==> src/rtl/chan_tx_pkg.sv <==
// Shared definitions for the channel frame sender: FSM encodings, defaults
// and the configuration snapshot captured at run start.
package chan_tx_pkg;

  localparam int          DW_DEF        = 16;
  localparam logic [15:0] HEAD_WORD_DEF = 16'hEB90;

  typedef logic [2:0] state_t;
  localparam state_t S_IDLE  = 3'd0;
  localparam state_t S_CUT   = 3'd1;
  localparam state_t S_HEAD  = 3'd2;
  localparam state_t S_DATA  = 3'd3;
  localparam state_t S_BLANK = 3'd4;
  localparam state_t S_DONE  = 3'd5;

  typedef struct packed {
    logic [15:0] frame_len;   // already forced to >= 1
    logic [15:0] blank_len;
    logic [31:0] total;
    logic [31:0] cut;
    logic        head_en;
  } cfg_t;

endpackage

==> src/rtl/edge_rise.sv <==
// Registered rising-edge detector. The first cycle after reset only learns the
// input level, so a level already high at reset release never fires.
module edge_rise (
  input  logic clk,
  input  logic reset_n,
  input  logic din,
  output logic pulse
);

  logic prev, armed;

  always_ff @(posedge clk or negedge reset_n) begin
    if (!reset_n) begin
      prev  <= 1'b0;
      armed <= 1'b0;
      pulse <= 1'b0;
    end else begin
      prev  <= din;
      armed <= 1'b1;
      pulse <= armed & din & ~prev;
    end
  end

endmodule

==> src/rtl/channel_frame_sender.sv <==
// Drains a FWFT channel FIFO into a framed stream: optional header per frame,
// programmable blank gap between frames, leading-word cut, stop and abort.
module channel_frame_sender
  import chan_tx_pkg::*;
#(
  parameter int          DW        = DW_DEF,
  parameter logic [DW-1:0] HEAD_WORD = DW'(HEAD_WORD_DEF)
) (
  input  logic          clk,
  input  logic          reset_n,
  input  logic [15:0]   frame_len,
  input  logic [15:0]   blank_len,
  input  logic          start_send,
  input  logic          stop_send,
  input  logic [31:0]   datnum_total,
  input  logic [31:0]   datnum_cut,
  input  logic          fifo_clr_req,
  input  logic          head_en,
  input  logic          fifo_empty,
  input  logic [DW-1:0] fifo_dout,
  output logic          fifo_rd_en,
  output logic          fifo_clr,
  output logic [DW-1:0] tx_data,
  output logic          tx_valid,
  input  logic          tx_ready,
  output logic          tx_sof,
  output logic          tx_eof,
  output logic          busy,
  output logic          done,
  output logic [31:0]   sent_cnt
);

  logic start_edge, stop_edge, clr_edge;

  edge_rise u_start (.clk(clk), .reset_n(reset_n), .din(start_send),   .pulse(start_edge));
  edge_rise u_stop  (.clk(clk), .reset_n(reset_n), .din(stop_send),    .pulse(stop_edge));
  edge_rise u_clr   (.clk(clk), .reset_n(reset_n), .din(fifo_clr_req), .pulse(clr_edge));

  state_t      state;
  cfg_t        cfg;
  logic [15:0] word_cnt, blank_cnt;
  logic [31:0] cut_cnt;
  logic        stop_pend;

  logic   hs, last_word;
  state_t frame_start;

  assign hs          = tx_valid & tx_ready;
  assign last_word   = (word_cnt == cfg.frame_len - 16'd1) || (sent_cnt == cfg.total - 32'd1);
  assign frame_start = cfg.head_en ? S_HEAD : S_DATA;
  assign fifo_clr    = clr_edge;
  assign busy        = (state != S_IDLE);
  assign done        = (state == S_DONE);

  // The abort cycle withholds valid and pops so nothing is consumed while the FIFO clears.
  always_comb begin
    tx_valid   = 1'b0;
    tx_data    = '0;
    tx_sof     = 1'b0;
    tx_eof     = 1'b0;
    fifo_rd_en = 1'b0;
    if (!clr_edge) begin
      case (state)
        S_CUT:  fifo_rd_en = !fifo_empty;
        S_HEAD: begin
          tx_valid = 1'b1;
          tx_data  = HEAD_WORD;
          tx_sof   = 1'b1;
        end
        S_DATA: if (!fifo_empty) begin
          tx_valid   = 1'b1;
          tx_data    = fifo_dout;
          tx_sof     = !cfg.head_en && (word_cnt == 16'd0);
          tx_eof     = last_word;
          fifo_rd_en = tx_ready;
        end
        default: ;
      endcase
    end
  end

  always_ff @(posedge clk or negedge reset_n) begin
    if (!reset_n) begin
      state     <= S_IDLE;
      cfg       <= '0;
      sent_cnt  <= '0;
      word_cnt  <= '0;
      blank_cnt <= '0;
      cut_cnt   <= '0;
      stop_pend <= 1'b0;
    end else if (clr_edge) begin
      state     <= S_IDLE;
      stop_pend <= 1'b0;
    end else begin
      case (state)
        S_IDLE: if (start_edge && !stop_edge) begin
          sent_cnt      <= '0;
          word_cnt      <= '0;
          cut_cnt       <= '0;
          stop_pend     <= 1'b0;
          cfg.frame_len <= (frame_len == 16'd0) ? 16'd1 : frame_len;
          cfg.blank_len <= blank_len;
          cfg.total     <= datnum_total;
          cfg.cut       <= datnum_cut;
          cfg.head_en   <= head_en;
          if (datnum_total == 32'd0) state <= S_DONE;
          else if (datnum_cut != 32'd0) state <= S_CUT;
          else if (head_en) state <= S_HEAD;
          else state <= S_DATA;
        end
        S_CUT: begin
          if (stop_edge) state <= S_DONE;
          else if (fifo_rd_en) begin
            cut_cnt <= cut_cnt + 32'd1;
            if (cut_cnt == cfg.cut - 32'd1) state <= frame_start;
          end
        end
        S_HEAD: begin
          if (stop_edge) stop_pend <= 1'b1;
          if (hs) state <= S_DATA;
        end
        S_DATA: begin
          if (stop_edge) stop_pend <= 1'b1;
          if (hs) begin
            sent_cnt <= sent_cnt + 32'd1;
            word_cnt <= word_cnt + 16'd1;
            if (last_word) begin
              word_cnt <= '0;
              // a stop arriving on the eof beat still ends the run here
              if (sent_cnt == cfg.total - 32'd1 || stop_pend || stop_edge) state <= S_DONE;
              else if (cfg.blank_len != 16'd0) begin
                blank_cnt <= '0;
                state     <= S_BLANK;
              end else state <= frame_start;
            end
          end
        end
        S_BLANK: begin
          if (stop_edge) state <= S_DONE;
          else begin
            blank_cnt <= blank_cnt + 16'd1;
            if (blank_cnt == cfg.blank_len - 16'd1) state <= frame_start;
          end
        end
        S_DONE:  state <= S_IDLE;
        default: state <= S_IDLE;
      endcase
    end
  end

endmodule

==> config.mk <==
export PLATFORM = sky130hd
export DESIGN_NAME = channel_frame_sender
export DESIGN_NICKNAME = d
export VERILOG_FILES = /design/src/rtl/chan_tx_pkg.sv /design/src/rtl/edge_rise.sv /design/src/rtl/channel_frame_sender.sv
export SDC_FILE = /design/constraint.sdc
export NUM_CORES = 1
export LEC_CHECK = 0
export CORE_MARGIN = 2
export CORE_UTILIZATION = 30
export CTS_CLUSTER_SIZE = 24
export DETAILED_ROUTE_END_ITERATION = 8
export PLACE_DENSITY = 0.6
export SYNTH_ARGS = -nofsm -noshare
export SYNTH_HDL_FRONTEND = slang
export SYNTH_HIERARCHICAL = 1
export SYNTH_SLANG_ARGS = --single-unit
==> constraint.sdc <==
create_clock -name clk -period 4.3 [get_ports clk]
set_input_delay 0.43 -clock clk [delete_from_list [all_inputs] [get_ports clk]]
set_output_delay 0.43 -clock clk [all_outputs]
set_load 0.005 [all_outputs]
==> key figures <==
Outcome
  – Status: finished, final reports clean

Synthesis
  – Largest family of logic cells by synthesized area: simple AND/OR/NAND/NOR gates
  – Post-synth top area share: 0.395
  – Syn Nets: 1715
  – Post-synth EDFFs: 0
  – Mapped cell area: ~0.013 mm2
  – Post-synthesis simple-gate area fraction: 0.322
  – Primary FF master, synth: dfrtp_1
  – Yosys top cell by area: dfrtp_1
  – Synth cell types: 85
  – Synth Area in XOR/XNOR: 0.111
  – Adder-cell area share of the yosys netlist: 0.00863
  – Async set or reset register ratio after synthesis: 1.00
  – Mean Syn Cell Area: 8.23 um2
  – Synth warn: 6
  – Share of the yosys chip area belonging to registers: 0.395
  – Most common cell in the synthesized netlist: nand2_1
  – Cells after synthesis: 1586
  – Mux share of post-synthesis cell area: 0.0162
  – Synth Area in Compound Gates: 0.112
  – Top cells by count, synth: nand2_1 (358), dfrtp_1 (206), nor2_1 (155)
  – Synth area leaders: dfrtp_1 (39%), nand2_1 (10%), xnor2_1 (6.1%)
  – Yosys reg bits: ~200

Worst setup path
  – Critical-path cell list: or4_4 > or4_4 > a2111oi_4 > o22ai_2 > nor4_4 > nand4bb_4 > a21boi_2 > buf_4 > clkdlybuf4s50_1
  – Critical path startpoint category: flop
  – CP Class: flop to primary output
  – Worst path slowest cell: or4_4
  – Max stage delay on crit path: 0.55 ns
  – Worst EP arrival: ~3.8 ns
  – Crit end category: primary output
  – R2r setup slk: approximately 0.38 ns
  – WP data required: 3.87 ns
  – Reg-to-reg endpoint: state[1]
  – Cell repeated most along the worst path: or4_4
  – Critical path peak fanout: 3
  – R2r worst-path depth: 9
  – Critical R2R Launch: cfg[5]

Detailed routing
  – Wirelength, routed: slightly below 40000 um
  – Vias: 12000
  – Vias per cell: 5.08
  – DRC viols: 0
  – DRT Pass-1 Iters: 5
  – Final ANT Viol Nets: 0
  – Initial DRC count: 870
  – Wirelength per Cell: 16.5 um

Finish
  – Area growth syn-to-layout: 27.1%
  – Final net count: 1881
  – Layout cell share with drive strength beyond 1: 0.0790
  – Number of fill cells: 4411
  – ANT cells: 0
  – Final non-filler cell total: 2357

Floorplanning
  – Num rows: 76
  – Total core area: 0.0430 mm2
  – Starting Density: 0.304
  – DIE WIDTH: ~210 um
  – Die ar.: about 0.045 mm2
  – # IOs: about 180
  – Die Height: 213 um

Placement
  – PortBufs: 174
  – DP Worst Slack: around 0.37 ns
  – Placer Congestion: 0.874
  – Placed Cells: 2299
  – Hpwl dp: around 29000 um

Min path
  – Hold Crit Endpoint: u_clr/prev
  – Hold Path Class: input pin to flop
  – Hold-critical path depth: 1
  – Min-delay src: fifo_clr_req

STA
  – Final WS setup: ~0.11 ns
  – Slew of the pin with the lowest slew margin: 0.881 ns
  – Worst slew margin: 0.407
  – Pins over their slew limit: 0
  – Final setup violation count: 0
  – Crit share post-route: 0.975
  – Setup Skew: 0.00973 ns
  – Final Critical Period: 4.19 ns
  – Final Hold Fails: 0
  – Achievable Freq: 0.239 GHz

Global routing
  – Largest net degree at the start of global routing: 88
  – Global route overflow: 0
  – Number of antenna violations at the first check in global routing: 0
  – First-pass GRT wire length: 63200 um
  – Gr usage total: 0.173
  – Number of global-route vias before repair: 11700

Power
  – Pwr dens: around 580 mW/mm2
  – Pleak: 6.84 nW
  – VDD IR max: 288 uV

Clocking
  – Clock Latency Late Sink: 0.54 ns
  – Clock root cell: clkbuf_16
  – Clock sink count: 206
  – TritonCTS clock tree: yes
  – CTS Buf Count: 26
  – Worst-path clk slew: 0.06 ns
  – Clock Tree Buf Depth: 3
  – H-tree levels: 1

Job
  – Maxcap violations: 0
## cells in the final DEF (no fill, tap or decap), drive strengths merged, types with 8 or more instances in the layout
master and count:
nand2 358, dfrtp 206, clkdlybuf4s50 173, nor2 155, xnor2 91, xor2 74
nor4 62, o21ai 55, nand3 44, nor3 40, a21oi 40, inv 38
clkbuf 37, buf 36, nand4 29, and3 26, or3 23, or4 17
a31oi 16, mux2i 14, and2 14, nand2b 13, or2 12, nor2b 12
nor3b 11, a211oi 10, and4 9, ha 9, nor4b 9, o21a 8
a21boi 8
## area by class of cell
type                            instances  area [um2]  share of cell area
Inverter                               38         143             0.00860
Multi-Input combinational cell       1269        7530               0.454
Clock buffer                           36         769              0.0464
Tap cell                              585         732              0.0441
Sequential cell                       206        5160               0.311
Timing Repair Buffer                  211        2040               0.123
Clock inverter                         12         213              0.0128
## where the power goes
group	internal (mW)	switching, mW	total (mW)
registers	2.55	0.972	3.52
logic	1.67	1.90	3.57
clock network	1.60	0.874	2.48
total	5.83	3.74	9.57
## worst max path at each step
stage | slack [ns] | depth (start not counted) | from | to
detailed placement | 0.37 | 9 | cfg[5] | state[1]
floorplan | 0.80 | 11 | cfg[5] | state[1]
finish | 0.11 | 9 | cfg[54] | tx_eof
global placement | 0.45 | 9 | cfg[5] | state[1]
CTS | 0.003 | 9 | cfg[41] | tx_eof
global route | -0.03 | 9 | cfg[54] | tx_eof
## critical path: cells and delay by family, from the launching register on
| family | cells | cell delay [ns] |
|---|---|---|
| buffers and inverters | 2 | 0.61 |
| AND/OR/NAND/NOR | 4 | 1.54 |
| flip-flops | 1 | 0.41 |
| AO/OA/AOI/OAI | 3 | 0.65 |
## layer usage
metal / wire length, um / up-vias / global-route usage
met5: 0 / - / 0
met4: 630 / 0 / 0.0405
met3: 1570 / 28 / 0.0205
met2: 18000 / 241 / 0.286
met1: 18600 / 5852 / 0.243
li1: - / 5858 / -
## what timing repair did
action | 4_1_cts | 5_1_grt
buffers inserted | 1 | 8
cloned | 0 | 0
resized for setup | 12 | 12
endpoints found under the setup margin | 1 | 1
hold buffers | 1 | 0
hold endpoints to repair | 64 | 0
pin swaps | 3 | 7
## stage by stage
step / utilization / TNS (ns) / instance area (um2) / hold slack [ns] / power (mW)
after floorplan: - / 0 / 13100 / 0.134 / 5.80
after global placement: 0.359 / 0 / 15400 / 0.470 / 6.89
after detailed placement: 0.359 / 0 / 15400 / 0.475 / 6.98
after CTS: 0.384 / 0 / 16500 / 0.351 / 9.56
after global routing: 0.386 / -0.0281 / 16600 / 0.368 / 10.3
final: 0.386 / 0 / 16600 / 0.373 / 9.57
## cell families (layout without fill, tap and decap cells)
kind of cell,Yosys count,count (layout)
flip-flops,206,206
AND/OR/NAND/NOR,857,857
XOR/XNOR,165,165
AO/OA/AOI/OAI,215,215
buffers and inverters,111,297
adder cells (fa/ha/maj),9,9
other,3,3
multiplexers,20,20
## state kept, by name (all words and copies together), names as in the netlist
signal	flops
u_stop/armed	1
sent_cnt	32
u_clr/pulse	1
word_cnt	16
state	3
cfg	97
cut_cnt	32
blank_cnt	16
u_start/prev	1
u_stop/prev	1
u_clr/prev	1
u_clr/armed	1
u_start/armed	1
u_stop/pulse	1
stop_pend	1
u_start/pulse	1
(Power assumes the default switching activity.)
